**config.mk**
```make
export PLATFORM = sky130hd
export DESIGN_NAME = press_seq_detector
export DESIGN_NICKNAME = d
export VERILOG_FILES = /design/src/rtl/press_pkg.sv /design/src/rtl/press_timer.sv /design/src/rtl/press_seq_detector.sv
export SDC_FILE = /design/constraint.sdc
export NUM_CORES = 1
export LEC_CHECK = 0
export ABC_AREA = 1
export BUFFER_PORTS_ARGS = -buffer_cell sky130_fd_sc_hd__buf_2
export CORE_ASPECT_RATIO = 0.6
export CORE_MARGIN = 10
export CORE_UTILIZATION = 45
export DETAILED_ROUTE_END_ITERATION = 8
export GPL_TIMING_DRIVEN = 1
export PLACE_DENSITY = 0.66
export SLEW_MARGIN = 20
export SYNTH_ARGS = -nofsm -noshare
export SYNTH_HDL_FRONTEND = slang
export SYNTH_SLANG_ARGS = --single-unit
```
**constraint.sdc**
```tcl
create_clock -name CLK -period 1.5 [get_ports CLK]
set_input_delay 0.075 -clock CLK [delete_from_list [all_inputs] [get_ports CLK]]
set_output_delay 0.075 -clock CLK [all_outputs]
set_load 0.005 [all_outputs]
```
**src/rtl/press_pkg.sv**
```systemverilog
// Shared encodings and widths for the press sequence detector.
package press_pkg;

  localparam int ST_W   = 2;
  localparam int HIST_W = 4;
  localparam int CNT_W  = 3;
  localparam int CTR_W  = 8;

  localparam logic [ST_W-1:0]  ST_IDLE = 2'd0;
  localparam logic [ST_W-1:0]  ST_HELD = 2'd1;
  localparam logic [ST_W-1:0]  ST_GAP  = 2'd2;
  localparam logic [CNT_W-1:0] CNT_MAX = 3'd4;

  typedef enum logic [ST_W-1:0] {
    IDLE = ST_IDLE,
    HELD = ST_HELD,
    GAP  = ST_GAP
  } state_t;

  // Symbol count saturates once a full four-symbol window is available.
  function automatic logic [CNT_W-1:0] sat_inc(input logic [CNT_W-1:0] c);
    return (c == CNT_MAX) ? c : c + CNT_W'(1);
  endfunction

endpackage

```
**src/rtl/press_timer.sv**
```systemverilog
// Press FSM: measures hold duration and inter-press gap, flags release and gap timeout.
module press_timer
  import press_pkg::*;
#(
  parameter int LONG_CYC = 8,
  parameter int GAP_CYC  = 16
) (
  input  logic CLK,
  input  logic reset_n,
  input  logic clean,
  output logic rel_pulse,
  output logic long_press,
  output logic timeout
);

  localparam logic [CTR_W-1:0] LONG_V   = CTR_W'(LONG_CYC);
  localparam logic [CTR_W-1:0] GAP_LAST = CTR_W'(GAP_CYC - 1);

  state_t           state;
  logic [CTR_W-1:0] dur;
  logic [CTR_W-1:0] gap;

  // Release and timeout are decided on the sampling edge itself so the top
  // can register PRESS/MATCH with a single cycle of latency.
  assign rel_pulse  = (state == HELD) && !clean;
  assign long_press = (dur >= LONG_V);
  assign timeout    = (state == GAP) && !clean && ((gap + CTR_W'(1)) == GAP_LAST);

  always_ff @(posedge CLK) begin
    if (!reset_n) begin
      state <= IDLE;
      dur   <= '0;
      gap   <= '0;
    end else begin
      case (state)
        IDLE: begin
          if (clean) begin
            state <= HELD;
            dur   <= CTR_W'(1);
          end
        end
        HELD: begin
          if (clean) begin
            if (dur < LONG_V) dur <= dur + CTR_W'(1);
          end else begin
            state <= GAP;
            gap   <= '0;
          end
        end
        GAP: begin
          if (clean) begin
            state <= HELD;
            dur   <= CTR_W'(1);
          end else begin
            gap <= gap + CTR_W'(1);
            if (timeout) state <= IDLE;
          end
        end
        default: state <= IDLE;
      endcase
    end
  end

endmodule

```
**src/rtl/press_seq_detector.sv**
```systemverilog
// Classifies button presses as short/long and pulses MATCH when the last four equal PATTERN.
module press_seq_detector
  import press_pkg::*;
#(
  parameter int                LONG_CYC = 8,
  parameter int                GAP_CYC  = 16,
  parameter logic [HIST_W-1:0] PATTERN  = 4'b1101
) (
  input  logic CLK,
  input  logic reset_n,
  input  logic CLEAN,
  output logic PRESS,
  output logic SYM,
  output logic MATCH
);

  logic              rel_pulse;
  logic              long_press;
  logic              timeout;
  logic [HIST_W-1:0] hist;
  logic [HIST_W-1:0] hist_nxt;
  logic [CNT_W-1:0]  cnt;
  logic [CNT_W-1:0]  cnt_nxt;

  press_timer #(
    .LONG_CYC (LONG_CYC),
    .GAP_CYC  (GAP_CYC)
  ) u_timer (
    .CLK        (CLK),
    .reset_n    (reset_n),
    .clean      (CLEAN),
    .rel_pulse  (rel_pulse),
    .long_press (long_press),
    .timeout    (timeout)
  );

  assign hist_nxt = {hist[HIST_W-2:0], long_press};
  assign cnt_nxt  = sat_inc(cnt);

  // History is kept across matches so overlapping windows are detected.
  always_ff @(posedge CLK) begin
    if (!reset_n) begin
      hist  <= '0;
      cnt   <= '0;
      PRESS <= 1'b0;
      SYM   <= 1'b0;
      MATCH <= 1'b0;
    end else begin
      PRESS <= rel_pulse;
      MATCH <= 1'b0;
      if (rel_pulse) begin
        hist  <= hist_nxt;
        cnt   <= cnt_nxt;
        SYM   <= long_press;
        MATCH <= (cnt_nxt == CNT_MAX) && (hist_nxt == PATTERN);
      end else if (timeout) begin
        hist <= '0;
        cnt  <= '0;
      end
    end
  end

endmodule

```
---- Word level (Yosys, flattened, before mapping) ----
Index checks and enable logic that the tools add are counted.
cells by class
  muxes and demuxes ....................... 17
  add/sub/neg operators ................... 3
  $lt $le $gt $ge ......................... 2
  reduce and logical (&&, ||, !) cells .... 14
  equal/unequal tests ..................... 13
operator list
  operator                                                            number
  2-to-1 mux 8 bit                                                    5
  one-hot mux 8 bit (2 select lines)                                  2
  adder 8 x 1 -> 8 bit (second input constant)                        2
  2-to-1 mux 3 bit                                                    5
  != test 2 bit (second input constant)                               5
  == test 8 x 4 -> 1 bit (second input constant)                      1
  greater-or-equal comparator 8 x 4 -> 1 bit (second input constant)  1
  < comparator 8 x 4 -> 1 bit (second input constant)                 1
  2-to-1 mux 2 bit                                                    4
  == test 3 bit (second input constant)                               2
  one-hot mux 2 bit (3 select lines)                                  1
  AND reduction 3 bit                                                 2
  nonzero test 2 bit                                                  3
  == test 4 bit (second input constant)                               1
  logical AND 1 bit                                                   4
  AND reduction 4 bit                                                 1
  adder 3 x 1 -> 3 bit (second input constant)                        1
  != test 3 bit (second input constant)                               1
  == test 2 x 1 -> 1 bit (second input constant)                      1
  == test 2 bit (second input constant)                               1
  logical NOT 2 bit                                                   1
  != test 2 x 1 -> 1 bit (second input constant)                      1
  AND reduction 2 bit                                                 1
  OR reduction 2 bit                                                  1
  logical NOT 1 bit                                                   1
storage, ports and cells
  bits of input ports ..................... 3
  register bits after elaboration ......... 27

---- Logic depth before layout (Yosys ltp) ----
  depth after elaboration ................. 6
  mapped depth ............................ 10
  mapped depth without buffers ............ 10

---- Modules after synthesis ----
From an unflattened synthesis, not the netlist that was laid out.
second synthesis, totals
  cells, all modules ...................... 191
  area total of the unflattened synthesis .. 1301.2 um2
by module, submodules not included
  module              sequential area each (um2)  cells each  area an instance (um2)  times used
  press_timer         360.3                       141         915.9                   1
  press_seq_detector  180.2                       50          385.4                   1

---- Worst setup path before layout ----
OpenSTA, ideal clock, no wires.
  kind .................................... register to register
  start ................................... register u_timer.gap[0]
  end ..................................... register u_timer.state[1]
  arrival time ............................ 1.290 ns
  data required time ...................... 1.386 ns
  setup time .............................. 0.114 ns
  buffers on the path ..................... 0
  setup slack ............................. 0.096 ns
  stages on the path, launching flop included .. 9
  path through ............................ dfxtp_1 ha_1 nand3_1 o21ai_1 nand2_2 nor2_4 nand2_1 o211ai_2 inv_1
between the ends
  longest elaborated chain between the ends .. 5
RTL lines
  what                                  RTL line           source
  from (decl)                           press_timer.sv:21  logic [CTR_W-1:0] gap;
  from (signal assigned)                press_timer.sv:55  gap <= gap + CTR_W'(1);
  adder 8 x 1 -> 8 bit                  press_timer.sv:27  assign timeout = (state == GAP) && !clean && ((gap + CTR_W'(1)) == GAP_LAST);
  == test 8 x 4 -> 1 bit                press_timer.sv:27
  logical AND 1 bit                     press_timer.sv:27
  != test 3 bit (no source line)        --
  AND reduction 3 bit (no source line)  --
  to (signal assigned)                  press_timer.sv:31  state <= IDLE;
  to (signal assigned)                  press_timer.sv:38  state <= HELD;
  to (signal assigned)                  press_timer.sv:46  state <= GAP;
  to (decl)                             press_timer.sv:19  state_t state;
No other way between the ends.
A chain may end at the register's enable or synchronous reset.

---- Worst setup path after layout ----
  start ................................... register u_timer.gap[1]
  end ..................................... register cnt[2]
between the ends
  longest elaborated chain between the ends .. 4
RTL lines
  what                                 RTL line                  source
  adder 8 x 1 -> 8 bit                 press_timer.sv:27
  == test 8 x 4 -> 1 bit               press_timer.sv:27
  logical AND 1 bit                    press_timer.sv:27
  nonzero test 2 bit (no source line)  --
  to (signal assigned)                 press_seq_detector.sv:53  cnt <= cnt_nxt;
  to (decl)                            press_seq_detector.sv:22  logic [CNT_W-1:0] cnt;
No other way between the ends.

==> metrics.md <==
| Metric | Value |
|---|---|
| Required time of the worst setup path | 1.65 ns |
| Number of buffers inserted by hold repair at cts | 0 |
| IO Pins | 6 |
| Result of the run | complete, no violations |
| Share of synthesized area occupied by flip-flops and latches | 41.5% |
| Mean instance size in the synthesized netlist | 7.62 um2 |
| Total number of vias | 1092 |
| Nature of the critical path endpoint | flop |
| Max Root-Sink Buffers | 2 |
| Final weighted congestion in routability-driven placement | 0.874 |
| Reg-to-reg startpoint | u_timer.gap[1] |
| Number of clock sinks | 27 |
| Power Density | 803 mW/mm2 |
| Net total in the final layout | 193 |
| Worst-case headroom to the max-slew limit | 76.2% |
| Number of buffers inserted during clock tree synthesis | 3 |
| Clock Skew | 0.00475 ns |
| Capture instance of the worst register-to-register path | cnt[2] |
| Wire length of the first global-routing pass | 4180 um |
| Avg WL per Cell | 11.9 um |
| Fraction of final layout cells with drive strength greater than 1 | 26.2% |
| Die area | 0.00552 mm2 |
| Fin Hold WS | 0.0869 ns |
| Post-synthesis cell type count | 30 |
| Worst-path fanout max | 4 |
| Fraction of registers with async set or reset after synthesis | 0% |
| Floorplan row count | 14 |
| Router iterations before antenna repair | 4 |
| Die span in x | 89.5 um |
| TritonCTS clock tree | yes |
| Worst-Skew Late Latency | 0.27 ns |
| Yosys reg bits | 27 |
| Startpoint of the worst setup timing path | u_timer.gap[1] |
| Leading register cell type out of synthesis | sky130_fd_sc_hd__dfxtp_1 |
| Total power after layout | 1210 uW |
| Reported leakage power | 0.000576 uW |
| Placed wire-length estimate | 1800 um |
| Detailed-route wire length | 2550 um |
| Slew at the pin closest to its max-slew limit | 0.357 ns |
| Worst setup margin | 0.0445 ns |
| Cell taking the most area after synthesis | sky130_fd_sc_hd__dfxtp_1 |
| Number of max-cap violations | 0 |
| Net count after synthesis | 180 |
| Register-to-register setup slack | 0.04 ns |
| Most used standard cells in the synthesized netlist | sky130_fd_sc_hd__nand2_1, sky130_fd_sc_hd__dfxtp_1, sky130_fd_sc_hd__inv_1, sky130_fd_sc_hd__a21oi_1, sky130_fd_sc_hd__nor2_1 |
| Maximum clock rate | 687 MHz |
| Proportion of netlist area held by the largest area contributor | 41.5% |
| Count of mapped cells out of synthesis | 171 |
| Core area | 0.00263 mm2 |
| Length in cells of the worst reg-to-reg path | 10 |
| Synthesized cell area | 0.00130 mm2 |
| Maximum number of pins on one net before global-route repair | 20 |
| Tcrit/Tclk final | 97.0% |
| Clock-pin slew on the worst setup and hold paths | 0.09 ns |
| GRT Overall Usage | 9.75% |
| Most common cell in the netlist | sky130_fd_sc_hd__nand2_1 |
| Worst slack after detailed placement | 0.0470 ns |
| Max Transition Viols Final | 0 |
| Ys Warns | 0 |
| End of the critical path | cnt[2] |
| Final critical-path required period | 1.46 ns |
| Number of enable flip-flop cells after synthesis | 0 |
| Effective utilization at floorplan | 49.6% |
| Number of hold violations in the final report | 0 |
| Sort of element at the start of the critical path | flop |
| Antenna violations before repair | 0 |
| Post-route antenna net violation count | 0 |
| Setup violations, final | 0 |
| Die Y | 61.7 um |
| Final-layout fill cell count | 240 |
| Via-per-instance ratio | 5.08 |
| Type of the tightest min-delay check | in -> reg |
| Post-detailed-route DRC marker count | 0 |
| Critical path arrival | 1.60 ns |
| Antenna diode count | 0 |
| Worst vdd rail ir drop | 0.442 mV |
| Area added between synthesis and finish | 15.9% |
| CTS H-tree depth | 1 |
| Remaining global-route overflow | 0 |
| WS Path Type | reg -> reg |
| Number of buffer cells added on primary ports | 5 |
| Top post-synthesis cells by area | sky130_fd_sc_hd__dfxtp_1, sky130_fd_sc_hd__nand2_1, sky130_fd_sc_hd__a21oi_1, sky130_fd_sc_hd__ha_1, sky130_fd_sc_hd__inv_1 |
| Vias in the first global route | 953 |
| Master cell of the clock root buffer | sky130_fd_sc_hd__clkbuf_8 |
| 1st-iter DRT viols | 35 |
## registers in the layout (all words and copies together) (netlist names)
signal,flops
hist,3
u_timer.dur,8
u_timer.gap,8
SYM,1
cnt,3
PRESS,1
MATCH,1
u_timer.state,2
## critical path, stage by stage (launching register included)
cell and delay [ns]:
sky130_fd_sc_hd__dfxtp_4 0.38, sky130_fd_sc_hd__ha_4 0.15, sky130_fd_sc_hd__inv_1 0.05, sky130_fd_sc_hd__nand2_2 0.07, sky130_fd_sc_hd__nand2_1 0.08, sky130_fd_sc_hd__nor2_2 0.13, sky130_fd_sc_hd__nand3_2 0.09, sky130_fd_sc_hd__nor2_4 0.14
sky130_fd_sc_hd__nand3_4 0.10, sky130_fd_sc_hd__nand3_1 0.08, sky130_fd_sc_hd__a21oi_1 0.06
## power by group
| part | internal [uW] | switching [uW] |
|---|---|---|
| Combinational | 20.8 | 49.9 |
| Sequential | 723 | 10.9 |
| Clock | 190 | 217 |
## placed cells by master, fill, tap and decap left out, types with 4 or more instances in the layout
cell and count:
sky130_fd_sc_hd__nand2_1 39, sky130_fd_sc_hd__dfxtp_1 24, sky130_fd_sc_hd__inv_1 15, sky130_fd_sc_hd__a21oi_1 14, sky130_fd_sc_hd__nor2_1 11, sky130_fd_sc_hd__nand3_1 8, sky130_fd_sc_hd__nand2_2 8, sky130_fd_sc_hd__inv_2 7
sky130_fd_sc_hd__ha_1 5, sky130_fd_sc_hd__buf_2 5, sky130_fd_sc_hd__o21ai_1 4
## layout make-up
type                            instances  area, um2  share of cell area [%]
Multi-Input combinational cell        121        733                    48.6
Timing Repair Buffer                    9       58.8                    3.90
Sequential cell                        27        549                    36.4
Tap cell                               32       40.0                    2.65
Clock buffer                            4       45.0                    2.99
Inverter                               22       82.6                    5.47
## what timing repair did
| item | in CTS | in global routing |
|---|---|---|
| gates resized for setup | 0 | 21 |
| buffers inserted | 0 | 1 |
| setup endpoints to repair | 0 | 7 |
## layer usage
metal | part of all wire (%) | track usage, %
met1 | 51 | 12.5
met2 | 44 | 14.4
met3 | 4.7 | 4.35
met4 | 0.67 | 2.93
met5 | 0 | 0
## stage by stage
| stage | cell area, um2 | setup TNS (ns) | instances | utilization (%) |
|---|---|---|---|---|
| after global placement | 1390 | 0 | 210 | 52.8 |
| after CTS | 1430 | 0 | 214 | 54.5 |
| after global routing | 1510 | -0.228 | 215 | 57.4 |
| final | 1510 | 0 | 215 | 57.4 |
| after floorplan | 1300 | 0 | 171 | - |
| after detailed placement | 1390 | 0 | 210 | 52.8 |
## cell families (layout without fill, tap and decap cells)
logic type                 Yosys count  after routing  share of synthesized area [%]
buffers and inverters               23             35                           6.63
AOI/OAI and AO/OA                   29             29                           12.8
and+or+nand+nor                     83             83                           31.3
adders and majority gates            6              6                           5.76
xor gates and xnor gates             3              3                           2.02
DFF                                 27             27                           41.5
## how the worst min path moves through the flow
| stage | slack, ns | to | from | cells past startpoint |
|---|---|---|---|---|
| after floorplan | 0.20 | u_timer.state[1] | reset_n | 2 |
| after global placement | 0.37 | u_timer.state[0] | CLEAN | 3 |
| after detailed placement | 0.37 | u_timer.state[0] | CLEAN | 3 |
| after CTS | 0.09 | u_timer.state[0] | CLEAN | 3 |
| after global routing | 0.12 | u_timer.state[1] | reset_n | 3 |
| final | 0.09 | u_timer.state[0] | CLEAN | 3 |
Note: power is estimated with default switching activity, not from simulation.
